<file path="src/rtl/multicycle_ctrl.sv">
// Multi-cycle miniRV control unit: FETCH/DECODE/EXEC/MEM/WB sequencing with
// req/ack memory handshakes, byte/half accesses and a sticky illegal/timeout trap.
module multicycle_ctrl #(
  parameter int MEM_TIMEOUT  = 15,
  parameter bit SUPPORT_BYTE = 1'b1
) (
  input  logic        clk,
  input  logic        rst,
  input  logic [31:0] inst,
  input  logic        imem_ack,
  input  logic        dmem_ack,
  output logic        imem_req,
  output logic        dmem_req,
  output logic        ir_we,
  output logic        pc_we,
  output logic [1:0]  npc_op,
  output logic        rf_we,
  output logic [1:0]  rf_wsel,
  output logic [2:0]  sext_op,
  output logic [3:0]  alu_op,
  output logic        b_sel,
  output logic [2:0]  br_op,
  output logic        dram_we,
  output logic [1:0]  mem_size,
  output logic        mem_unsigned,
  output logic        trap,
  output logic        trap_cause
);

  localparam logic [1:0] NPC_PC4     = 2'd0;
  localparam logic [1:0] NPC_JMP     = 2'd1;
  localparam logic [1:0] NPC_JALR    = 2'd2;
  localparam logic [1:0] RF_WSEL_ALU = 2'd0;
  localparam logic [1:0] RF_WSEL_RDO = 2'd1;
  localparam logic [1:0] RF_WSEL_PC4 = 2'd2;
  localparam logic [1:0] RF_WSEL_EXT = 2'd3;
  localparam logic [2:0] SEXT_I      = 3'd0;
  localparam logic [2:0] SEXT_S      = 3'd1;
  localparam logic [2:0] SEXT_B      = 3'd2;
  localparam logic [2:0] SEXT_U      = 3'd3;
  localparam logic [2:0] SEXT_J      = 3'd4;
  localparam logic [2:0] SEXT_MOVE   = 3'd5;
  localparam logic [3:0] ALU_ADD     = 4'd0;
  localparam logic [3:0] ALU_SUB     = 4'd1;
  localparam logic [3:0] ALU_AND     = 4'd2;
  localparam logic [3:0] ALU_OR      = 4'd3;
  localparam logic [3:0] ALU_XOR     = 4'd4;
  localparam logic [3:0] ALU_SLL     = 4'd5;
  localparam logic [3:0] ALU_SRL     = 4'd6;
  localparam logic [3:0] ALU_SRA     = 4'd7;
  localparam logic [3:0] ALU_SLT     = 4'd8;
  localparam logic [3:0] ALU_SLTU    = 4'd9;
  localparam logic       B_SEL_RS2   = 1'b0;
  localparam logic       B_SEL_EXT   = 1'b1;
  localparam logic [2:0] BR_NONE     = 3'd0;
  localparam logic [2:0] BR_EQ       = 3'd1;
  localparam logic [2:0] BR_NE       = 3'd2;
  localparam logic [2:0] BR_LT       = 3'd3;
  localparam logic [2:0] BR_GE       = 3'd4;

  localparam logic [6:0] OP_R      = 7'b0110011;
  localparam logic [6:0] OP_I      = 7'b0010011;
  localparam logic [6:0] OP_LOAD   = 7'b0000011;
  localparam logic [6:0] OP_STORE  = 7'b0100011;
  localparam logic [6:0] OP_BRANCH = 7'b1100011;
  localparam logic [6:0] OP_LUI    = 7'b0110111;
  localparam logic [6:0] OP_JAL    = 7'b1101111;
  localparam logic [6:0] OP_JALR   = 7'b1100111;

  localparam int            CW         = (MEM_TIMEOUT > 0) ? $clog2(MEM_TIMEOUT + 1) : 1;
  localparam logic [CW-1:0] CNT_MAX    = CW'(MEM_TIMEOUT);
  localparam logic [CW-1:0] CNT_ONE    = CW'(1);
  localparam bit            TIMEOUT_EN = (MEM_TIMEOUT != 0);

  typedef enum logic [2:0] {
    S_FETCH  = 3'd0,
    S_DECODE = 3'd1,
    S_EXEC   = 3'd2,
    S_MEM    = 3'd3,
    S_WB     = 3'd4,
    S_TRAP   = 3'd5
  } state_t;

  typedef enum logic [1:0] {
    CLS_ALU   = 2'd0,
    CLS_BR    = 2'd1,
    CLS_LOAD  = 2'd2,
    CLS_STORE = 2'd3
  } cls_t;

  state_t        r_state;
  state_t        w_next;
  cls_t          r_cls;
  cls_t          w_cls;
  logic [CW-1:0] r_cnt;
  logic          r_imem_req;
  logic          r_dmem_req;
  logic          r_dram_we;
  logic          r_trap;
  logic          r_trap_cause;
  logic [1:0]    r_npc_op;
  logic [1:0]    r_rf_wsel;
  logic [2:0]    r_sext_op;
  logic [3:0]    r_alu_op;
  logic          r_b_sel;
  logic [2:0]    r_br_op;
  logic [1:0]    r_mem_size;
  logic          r_mem_unsigned;

  logic [6:0]    w_opcode;
  logic [2:0]    w_f3;
  logic [6:0]    w_f7;
  logic          w_illegal;
  logic [1:0]    w_npc_op;
  logic [1:0]    w_rf_wsel;
  logic [2:0]    w_sext_op;
  logic [3:0]    w_alu_op;
  logic          w_b_sel;
  logic [2:0]    w_br_op;
  logic [1:0]    w_mem_size;
  logic          w_mem_unsigned;
  logic          w_wait;
  logic          w_timeout;
  logic          w_trap_cause;
  logic          w_unused;

  assign w_opcode = inst[6:0];
  assign w_f3     = inst[14:12];
  assign w_f7     = inst[31:25];
  assign w_unused = ^{inst[24:15], inst[11:7]};

  function automatic logic [3:0] alu_sel(input logic [2:0] f3, input logic alt);
    logic [3:0] op;
    case (f3)
      3'b000:  op = alt ? ALU_SUB : ALU_ADD;
      3'b001:  op = ALU_SLL;
      3'b010:  op = ALU_SLT;
      3'b011:  op = ALU_SLTU;
      3'b100:  op = ALU_XOR;
      3'b101:  op = alt ? ALU_SRA : ALU_SRL;
      3'b110:  op = ALU_OR;
      3'b111:  op = ALU_AND;
      default: op = ALU_ADD;
    endcase
    return op;
  endfunction

  // Only LW/SW are legal when sub-word accesses are not supported.
  function automatic logic mem_f3_bad(input logic [2:0] f3, input logic is_load);
    logic bad;
    if (is_load) begin
      bad = (f3 == 3'b011) || (f3[2:1] == 2'b11);
    end else begin
      bad = f3[2] || (f3[1:0] == 2'b11);
    end
    return bad || (!SUPPORT_BYTE && (f3 != 3'b010));
  endfunction

  // Instruction decode into control fields and an illegal flag.
  always_comb begin
    w_illegal      = 1'b0;
    w_cls          = CLS_ALU;
    w_npc_op       = NPC_PC4;
    w_rf_wsel      = RF_WSEL_ALU;
    w_sext_op      = SEXT_I;
    w_alu_op       = ALU_ADD;
    w_b_sel        = B_SEL_RS2;
    w_br_op        = BR_NONE;
    w_mem_size     = w_f3[1:0];
    w_mem_unsigned = 1'b0;
    case (w_opcode)
      OP_R: begin
        if (w_f7 == 7'b0000000) begin
          w_alu_op = alu_sel(w_f3, 1'b0);
        end else if ((w_f7 == 7'b0100000) && ((w_f3 == 3'b000) || (w_f3 == 3'b101))) begin
          w_alu_op = alu_sel(w_f3, 1'b1);
        end else begin
          w_illegal = 1'b1;
        end
      end
      OP_I: begin
        w_b_sel = B_SEL_EXT;
        if ((w_f3 == 3'b001) || (w_f3 == 3'b101)) begin
          w_sext_op = SEXT_MOVE;
          if (w_f7 == 7'b0000000) begin
            w_alu_op = alu_sel(w_f3, 1'b0);
          end else if ((w_f7 == 7'b0100000) && (w_f3 == 3'b101)) begin
            w_alu_op = ALU_SRA;
          end else begin
            w_illegal = 1'b1;
          end
        end else begin
          w_alu_op = alu_sel(w_f3, 1'b0);
        end
      end
      OP_LOAD: begin
        w_cls          = CLS_LOAD;
        w_b_sel        = B_SEL_EXT;
        w_rf_wsel      = RF_WSEL_RDO;
        w_mem_unsigned = w_f3[2];
        w_illegal      = mem_f3_bad(w_f3, 1'b1);
      end
      OP_STORE: begin
        w_cls     = CLS_STORE;
        w_b_sel   = B_SEL_EXT;
        w_sext_op = SEXT_S;
        w_illegal = mem_f3_bad(w_f3, 1'b0);
      end
      OP_BRANCH: begin
        w_cls     = CLS_BR;
        w_sext_op = SEXT_B;
        w_alu_op  = ALU_SUB;
        w_npc_op  = NPC_JMP;
        case (w_f3)
          3'b000:  w_br_op = BR_EQ;
          3'b001:  w_br_op = BR_NE;
          3'b100:  w_br_op = BR_LT;
          3'b101:  w_br_op = BR_GE;
          default: w_illegal = 1'b1;
        endcase
      end
      OP_LUI: begin
        w_sext_op = SEXT_U;
        w_b_sel   = B_SEL_EXT;
        w_rf_wsel = RF_WSEL_EXT;
      end
      OP_JAL: begin
        w_sext_op = SEXT_J;
        w_rf_wsel = RF_WSEL_PC4;
        w_npc_op  = NPC_JMP;
      end
      OP_JALR: begin
        w_b_sel   = B_SEL_EXT;
        w_rf_wsel = RF_WSEL_PC4;
        w_npc_op  = NPC_JALR;
        w_illegal = (w_f3 != 3'b000);
      end
      default: w_illegal = 1'b1;
    endcase
  end

  // Acks only count while the matching request is actually asserted.
  assign w_wait    = ((r_state == S_FETCH) && r_imem_req && !imem_ack) ||
                     ((r_state == S_MEM) && r_dmem_req && !dmem_ack);
  assign w_timeout = TIMEOUT_EN && w_wait && (r_cnt == CNT_MAX);

  // Next-state selection.
  always_comb begin
    w_next       = r_state;
    w_trap_cause = 1'b0;
    case (r_state)
      S_FETCH: begin
        if (r_imem_req && imem_ack) begin
          w_next = S_DECODE;
        end else if (w_timeout) begin
          w_next       = S_TRAP;
          w_trap_cause = 1'b1;
        end else begin
          w_next = S_FETCH;
        end
      end
      S_DECODE: begin
        if (w_illegal) begin
          w_next = S_TRAP;
        end else begin
          w_next = S_EXEC;
        end
      end
      S_EXEC: begin
        case (r_cls)
          CLS_BR:    w_next = S_FETCH;
          CLS_LOAD:  w_next = S_MEM;
          CLS_STORE: w_next = S_MEM;
          default:   w_next = S_WB;
        endcase
      end
      S_MEM: begin
        if (r_dmem_req && dmem_ack) begin
          w_next = (r_cls == CLS_STORE) ? S_FETCH : S_WB;
        end else if (w_timeout) begin
          w_next       = S_TRAP;
          w_trap_cause = 1'b1;
        end else begin
          w_next = S_MEM;
        end
      end
      S_WB:    w_next = S_FETCH;
      S_TRAP:  w_next = S_TRAP;
      default: w_next = S_TRAP;
    endcase
  end

  // State register.
  always_ff @(posedge clk) begin
    if (rst) begin
      r_state <= S_FETCH;
    end else begin
      r_state <= w_next;
    end
  end

  // Wait counter restarts whenever a new handshake phase begins.
  always_ff @(posedge clk) begin
    if (rst) begin
      r_cnt <= '0;
    end else if (((w_next == S_FETCH) || (w_next == S_MEM)) && (w_next != r_state)) begin
      r_cnt <= '0;
    end else if (w_wait) begin
      r_cnt <= r_cnt + CNT_ONE;
    end else begin
      r_cnt <= r_cnt;
    end
  end

  // Requests and trap status are registered from the next state.
  always_ff @(posedge clk) begin
    if (rst) begin
      r_imem_req   <= 1'b0;
      r_dmem_req   <= 1'b0;
      r_dram_we    <= 1'b0;
      r_trap       <= 1'b0;
      r_trap_cause <= 1'b0;
    end else begin
      r_imem_req   <= (w_next == S_FETCH);
      r_dmem_req   <= (w_next == S_MEM);
      r_dram_we    <= (w_next == S_MEM) && (r_cls == CLS_STORE);
      r_trap       <= (w_next == S_TRAP);
      r_trap_cause <= ((w_next == S_TRAP) && (r_state != S_TRAP)) ? w_trap_cause : r_trap_cause;
    end
  end

  // Decode fields latched once in DECODE and held through the instruction.
  always_ff @(posedge clk) begin
    if (rst) begin
      r_cls          <= CLS_ALU;
      r_npc_op       <= NPC_PC4;
      r_rf_wsel      <= RF_WSEL_ALU;
      r_sext_op      <= SEXT_I;
      r_alu_op       <= ALU_ADD;
      r_b_sel        <= B_SEL_RS2;
      r_br_op        <= BR_NONE;
      r_mem_size     <= 2'b00;
      r_mem_unsigned <= 1'b0;
    end else if (r_state == S_DECODE) begin
      r_cls          <= w_cls;
      r_npc_op       <= w_npc_op;
      r_rf_wsel      <= w_rf_wsel;
      r_sext_op      <= w_sext_op;
      r_alu_op       <= w_alu_op;
      r_b_sel        <= w_b_sel;
      r_br_op        <= w_br_op;
      r_mem_size     <= w_mem_size;
      r_mem_unsigned <= w_mem_unsigned;
    end else begin
      r_cls          <= r_cls;
      r_npc_op       <= r_npc_op;
      r_rf_wsel      <= r_rf_wsel;
      r_sext_op      <= r_sext_op;
      r_alu_op       <= r_alu_op;
      r_b_sel        <= r_b_sel;
      r_br_op        <= r_br_op;
      r_mem_size     <= r_mem_size;
      r_mem_unsigned <= r_mem_unsigned;
    end
  end

  // Ack-qualified strobes are suppressed in a reset cycle so nothing commits mid-transaction.
  assign ir_we        = !rst && (r_state == S_FETCH) && r_imem_req && imem_ack;
  assign rf_we        = !rst && (r_state == S_WB);
  assign pc_we        = !rst && (((r_state == S_EXEC) && (r_cls == CLS_BR)) ||
                                 (r_state == S_WB) ||
                                 ((r_state == S_MEM) && r_dmem_req && dmem_ack && (r_cls == CLS_STORE)));
  assign dram_we      = !rst && r_dram_we;
  assign imem_req     = r_imem_req;
  assign dmem_req     = r_dmem_req;
  assign trap         = r_trap;
  assign trap_cause   = r_trap_cause;
  assign npc_op       = r_npc_op;
  assign rf_wsel      = r_rf_wsel;
  assign sext_op      = r_sext_op;
  assign alu_op       = r_alu_op;
  assign b_sel        = r_b_sel;
  assign br_op        = r_br_op;
  assign mem_size     = r_mem_size;
  assign mem_unsigned = r_mem_unsigned;

endmodule

</file>
<file path="config.mk">
export PLATFORM = sky130hd
export DESIGN_NAME = multicycle_ctrl
export DESIGN_NICKNAME = d
export VERILOG_FILES = /design/src/rtl/multicycle_ctrl.sv
export SDC_FILE = /design/constraint.sdc
export NUM_CORES = 1
export LEC_CHECK = 0
export BUFFER_PORTS_ARGS = -buffer_cell sky130_fd_sc_hd__buf_2
export CAP_MARGIN = 20
export CORE_MARGIN = 3
export CORE_UTILIZATION = 50
export CTS_BUF_LIST = sky130_fd_sc_hd__clkbuf_4 sky130_fd_sc_hd__clkbuf_8
export DETAILED_ROUTE_END_ITERATION = 8
export GPL_TIMING_DRIVEN = 0
export HOLD_SLACK_MARGIN = 0.05
export PLACE_DENSITY_LB_ADDON = 0.25
export REMOVE_ABC_BUFFERS = 1
export SLEW_MARGIN = 25
export SYNTH_ARGS = -nofsm -noshare
export SYNTH_HDL_FRONTEND = slang
export SYNTH_SLANG_ARGS = --single-unit
</file>
<file path="constraint.sdc">
create_clock -name clk -period 3.3 [get_ports clk]
set_input_delay 0.825 -clock clk [delete_from_list [all_inputs] [get_ports clk]]
set_output_delay 0.825 -clock clk [all_outputs]
set_load 0.03 [all_outputs]
</file>
==> metrics.txt, run 1 <==
status finished clean; reg2reg start r_state[0]$_SDFF_PP0_; Total Wirelength 4.39 mm; CTS sink cnt 32; reg2reg setup slack 1.17 ns; post-detail-place hpwl 3.27 mm; Synth warnings 0; Die Wd 68.1 um; Final setup viols 0; Net Sw Frac 29.7%; Final Cell Area 2250 um^2; grt ovf 0; Yosys top cell by area dfxtp_1; clock share of power 34.3%; Pwr Density 415 nW/um^2; CTS tree done; PortBufs 46; CTS Buf Count 5; initial antenna violation count 0; CP Data Arrival Time 2.04 ns; core box area 3520 um^2; Synth cell types 49; Hold/Removal Path Class reg -> reg; hold buffers post-CTS 0; Gate Count Post-Synth 249; hold path depth 2; crit path max fanout 14; number of global-route vias before repair 1624; Setup Total Neg Slack 0 ns; CTS clk-pin slew, worst paths 0.06 ns; via count 1893; Fmax 349 MHz; Setup Skew 0.00359 ns; die span in y 68.1 um; Commonest cells post-synth dfxtp_1 (32), nand2_1 (29), nor2_1 (29); worst skew pair latency 0.27 ns; Syn Area/Cell 7.75 um^2; First-pass DRT Iterations 4; MaxCap Viol Count 0; Net Sw Power 278 uW; most frequent cell after synthesis dfxtp_1; Final Util 64.0%; initial core utilization 54.8%; Layout area overhead 16.9%; Yosys top cell area share 33.2%; routability cong. 0.848; Max Slew Vio Count 0; CTS root buf clkbuf_8; share of layout cells above drive strength 1 22.3%; CTS max path bufs 2; htree depth 2; Post-DP Area 2160 um^2; routed vias/inst 5.68; CP Class reg -> out; FF+latch count, synth 32; relative slew slack 55.2%; Setup crit start r_state[0]$_SDFF_PP0_; Post-synth EDFFs 0; antenna cells 0; Fin. Hold Viols 0; initial drt markers 134; Comb power frac 20.7%; DRC viols 0; Final #Nets 329; Cell Int Power 658 uW; Placement Rows 21; Setup crit start kind register; Required @ worst endpoint 2.47 ns; Async S/R FF share, synth 0%; Seq pwr share 45.0%; RSZ-0062 raised after global routing false; fin crit share 86.9%; Hold Path End mem_size[1]$_SDFFE_PP0P_; largest net degree at the start of global routing 28; Min Clock Period, post-route 2.87 ns; worst r2r dst r_cnt[1]$_SDFFE_PP0P_; CP Capture Type primary output; Worst VDD drop 0.000267 V; routed len/inst 13.2 um; IO Count 62; cts repair resizes 0; Post-DRT Antenna Nets 0; mapped cell area 1930 um^2; Worst Tran Pin Value 0.670 ns; total track usage 20.4%; Top FF cell, synth dfxtp_1; Reg2Reg Depth 6; first-pass GRT wire length 7.14 mm; die area 4640 um^2; static leakage 0.000934 uW; total power 936 uW; Seq/Total Area, Yosys 33.2%; hold path startpoint mem_size[1]$_SDFFE_PP0P_; Fillers 331; post-CTS setup buffer count 0; top post-synthesis cells by area dfxtp_1 (33%), a21oi_1 (6.5%), nand2_1 (5.6%), nor2_1 (5.6%), ha_1 (4.5%)
## worst max-delay path by stage
stage,slack [ns],depth (start not counted),end
after floorplan,0.49,4,pc_we
after global placement,0.45,9,r_state[1]$_SDFF_PP0_
after detailed placement,0.40,9,r_state[1]$_SDFF_PP0_
after CTS,0.42,5,pc_we
after global routing,0.28,5,pc_we
final,0.43,5,pc_we
## routing by layer
metal	GRT usage, %	up-vias	routed length, um
met3	5.75	2	259
met2	33.1	64	2190
met5	0	-	0
li1	-	971	-
met4	7.20	0	16
met1	25.8	856	1920
## placed cells by master (no fill, tap or decap), types with 5 or more instances in the layout
cell,n
a211oi_1,6
nand2_1,29
nor3_1,10
o21ai_0,13
inv_1,10
clkbuf_8,6
buf_2,46
a21oi_1,25
dfxtp_1,32
nor2_1,29
ha_1,7
nor4_1,5
## area by class of cell
type	count	area [um^2]	share of cell area (%)
tap	46	57.6	2.55
multi-input combinational	191	1190	52.8
sequential	32	641	28.4
inverter	10	37.5	1.66
clock buffer	8	97.6	4.33
timing repair buffer	46	230	10.2
## per-stage QoR
step / worst slack (ns) / hold WS [ns] / std cells
after floorplan: 0.486 / 0.449 / 233
after global placement: 0.452 / 0.436 / 325
after detailed placement: 0.396 / 0.450 / 325
after CTS: 0.425 / 0.459 / 333
after global routing: 0.278 / 0.472 / 333
final: 0.432 / 0.455 / 333
## power groups by stage
stage | combinational, uW | clock, uW | sequential [uW]
floorplan | 100 | 0 | 454
global placement | 191 | 0 | 430
detailed placement | 194 | 0 | 430
CTS | 194 | 328 | 422
global route | 218 | 346 | 424
finish | 194 | 321 | 422
## registers in the layout, summed over array words and instances (netlist names), 3 cells and up
signal	cells
r_state	3
sext_op	3
alu_op	4
r_cnt	4
br_op	3
## worst max-delay path: stages (launching register included)
cell and delay (ns):
dfxtp_1 0.61, and3_1 0.31, a21oi_1 0.08, or4_1 0.41
a21oi_1 0.15, buf_2 0.21
## cell families after synthesis
group                    synth area share, %
flip-flops                              33.2
buffers and inverters                   5.06
adder cells (fa/ha/maj)                 4.54
AND/OR/NAND/NOR                         29.2
AO/OA/AOI/OAI                           23.8
multiplexers                            2.33
XOR/XNOR                                1.82
(Power assumes the default switching activity.)
==> inputs of run 2 (changes only) <==
--- a/config.mk
+++ b/config.mk
@@ -13,8 +13,10 @@
 export DETAILED_ROUTE_END_ITERATION = 8
 export GPL_TIMING_DRIVEN = 0
 export HOLD_SLACK_MARGIN = 0.05
+export MAX_ROUTING_LAYER = met4
 export PLACE_DENSITY_LB_ADDON = 0.25
 export REMOVE_ABC_BUFFERS = 1
+export SKIP_LAST_GASP = 1
 export SLEW_MARGIN = 25
 export SYNTH_ARGS = -nofsm -noshare
 export SYNTH_HDL_FRONTEND = slang
==> run 2 against run 1 <==
Non-clock buffer count unchanged. Hold slack about the same. Via count is 0.42% lower. Count of clock-buffer cells in the layout unchanged. Clock power is essentially flat. Critical endpoint unchanged. Final cell count did not move. Critical path depth unchanged. Die area did not move. Register-to-register slack hardly changed. Critical path type unchanged. First-iteration DRC count fell by 2.2%. Setup slack worse by 0.0015 ns. Design area is the same.
==> metrics.txt, run 2 (same netlist as run 1, synthesis figures left out) <==
Die Wd 68.1 um (unchanged); CP Data Arrival Time 2.04 ns (about the same); relative slew slack 55.3% (+0.12 points); hold path depth 2 (unchanged); cell family with most CP delay simple AND/OR/NAND/NOR gates; Hold/Removal Path Class reg -> reg; grt ovf 0 (unchanged); share of layout cells above drive strength 1 22.3% (unchanged); Min Clock Period, post-route 2.87 ns (+0.00155 ns); total power 936 uW (about the same); post-CTS setup buffer count 0 (unchanged); routability cong. 0.861 (+1.6%); Critical-path top delay cell dfxtp_1; RSZ-0062 raised after global routing false; routed len/inst 13.2 um (unchanged); commonest non-fill, non-tap cell in the layout buf_2; crit path cell chain and3_1 -> a21oi_1 -> or4_1 -> a21oi_1 -> buf_2; largest net degree at the start of global routing 28 (unchanged); Reg2Reg Depth 6 (unchanged); CTS clk-pin slew, worst paths 0.06 ns (about the same); initial drt markers 131 (-2.2%); CP Class reg -> out; highest routed layer met4; Post-DRT Antenna Nets 0 (unchanged); reg2reg setup slack 1.16 ns (about the same); DRC viols 0 (unchanged); hold buffers post-CTS 0 (unchanged); Fillers 331 (unchanged); die span in y 68.1 um (unchanged); Total Wirelength 4.39 mm (unchanged); slowest stage delay, CP 0.61 ns (about the same); status finished clean; CTS max path bufs 2 (unchanged); Max Slew Vio Count 0 (unchanged); met3 routed WL 193 um (-25%); post-detail-place hpwl 3.27 mm (unchanged); hold path startpoint mem_size[1]$_SDFFE_PP0P_; static leakage 0.000934 uW (unchanged); area of the multi-input gates 1190 um^2 (unchanged); cell mode on critical path a21oi_1; CTS tree done; initial core utilization 54.8% (unchanged); total track usage 21.0% (+0.58 points); first-pass GRT wire length 7.13 mm (about the same); PortBufs 46 (unchanged); met1 WL 1.99 mm (+3.3%); fin crit share 87.0% (about the same); Buf+Inv Stages, Crit Path 1 (unchanged); Reg area 641 um^2 (unchanged); routed vias/inst 5.66 (-0.42%); initial antenna violation count 0 (unchanged); Final setup viols 0 (unchanged); reg2reg start r_state[0]$_SDFF_PP0_; Layout area overhead 16.9% (unchanged); cts repair resizes 0 (unchanged); Worst Tran Pin Value 0.668 ns (-0.00184 ns); Placement Rows 21 (unchanged); via count 1885 (-0.42%); Pwr Density 415 nW/um^2 (about the same); Fin. Hold Viols 0 (unchanged); CTS root buf clkbuf_8; worst r2r dst r_cnt[1]$_SDFFE_PP0P_; Hold Path End mem_size[1]$_SDFFE_PP0P_; First-pass DRT Iterations 4 (unchanged); metal2 WL 2.16 mm (-1.2%); antenna cells 0 (unchanged); core box area 3520 um^2 (unchanged); Required @ worst endpoint 2.47 ns (about the same); crit path max fanout 14 (unchanged); MaxCap Viol Count 0 (unchanged); Final #Nets 329 (unchanged); Fmax 348 MHz (about the same); CTS sink cnt 32 (unchanged); commonest cells after routing, fill and taps aside buf_2 (46), dfxtp_1 (32), nand2_1 (29), nor2_1 (29), a21oi_1 (25); number of global-route vias before repair 1624 (unchanged); htree depth 2 (unchanged); IO Count 62 (unchanged); worst skew pair latency 0.27 ns (about the same); Setup Skew 0.00369 ns (+0.000102 ns); Setup Total Neg Slack 0 ns (unchanged); die area 4640 um^2 (unchanged); Worst VDD drop 0.000267 V (about the same); CP Capture Type primary output; CTS Buf Count 5 (unchanged); Setup crit start kind register
[run 2: worst min-delay path, stage by stage, from the launching register on]
cell and delay (ns):
dfxtp_1 0.31, nand2_1 0.05, a21oi_1 0.05
[run 2: layout make-up]
class,count,share of cell area [%]
multi-input combinational,191,52.8
sequential,32,28.4
timing repair buffer,46,10.2
clock buffer,8,4.33
tap,46,2.55
inverter,10,1.66
[run 2: power breakdown]
part	switching, uW	internal (uW)	leakage (uW)
registers	16.8	405	0.000259
logic	127	66.9	0.000623
clock network	134	186	0.0000523
[run 2: worst max path at each step]
| stage | startpoint | end | depth (start not counted) |
|---|---|---|---|
| floorplan | dmem_ack | pc_we | 4 |
| global placement | inst[13] | r_state[1]$_SDFF_PP0_ | 9 |
| detailed placement | inst[13] | r_state[1]$_SDFF_PP0_ | 9 |
| CTS | r_state[0]$_SDFF_PP0_ | pc_we | 5 |
| global route | r_state[0]$_SDFF_PP0_ | pc_we | 5 |
| finish | r_state[0]$_SDFF_PP0_ | pc_we | 5 |
[run 2: through the flow]
stage | area, um^2 | setup slack (ns) | util (%) | instances | hold WS [ns]
floorplan | 1870 | 0.486 | - | 233 | 0.449
global placement | 2160 | 0.452 | 61.3 | 325 | 0.436
detailed placement | 2160 | 0.396 | 61.3 | 325 | 0.450
CTS | 2250 | 0.425 | 64.0 | 333 | 0.459
global route | 2250 | 0.278 | 64.0 | 333 | 0.472
finish | 2250 | 0.430 | 64.0 | 333 | 0.455
[run 2: routing by layer]
| metal | vias up | global-route usage, % |
|---|---|---|
| met1 | 868 | 25.9 |
| met2 | 45 | 33.1 |
| met4 | 0 | 7.20 |
| li1 | 968 | - |
| met5 | - | - |
| met3 | 4 | 5.58 |
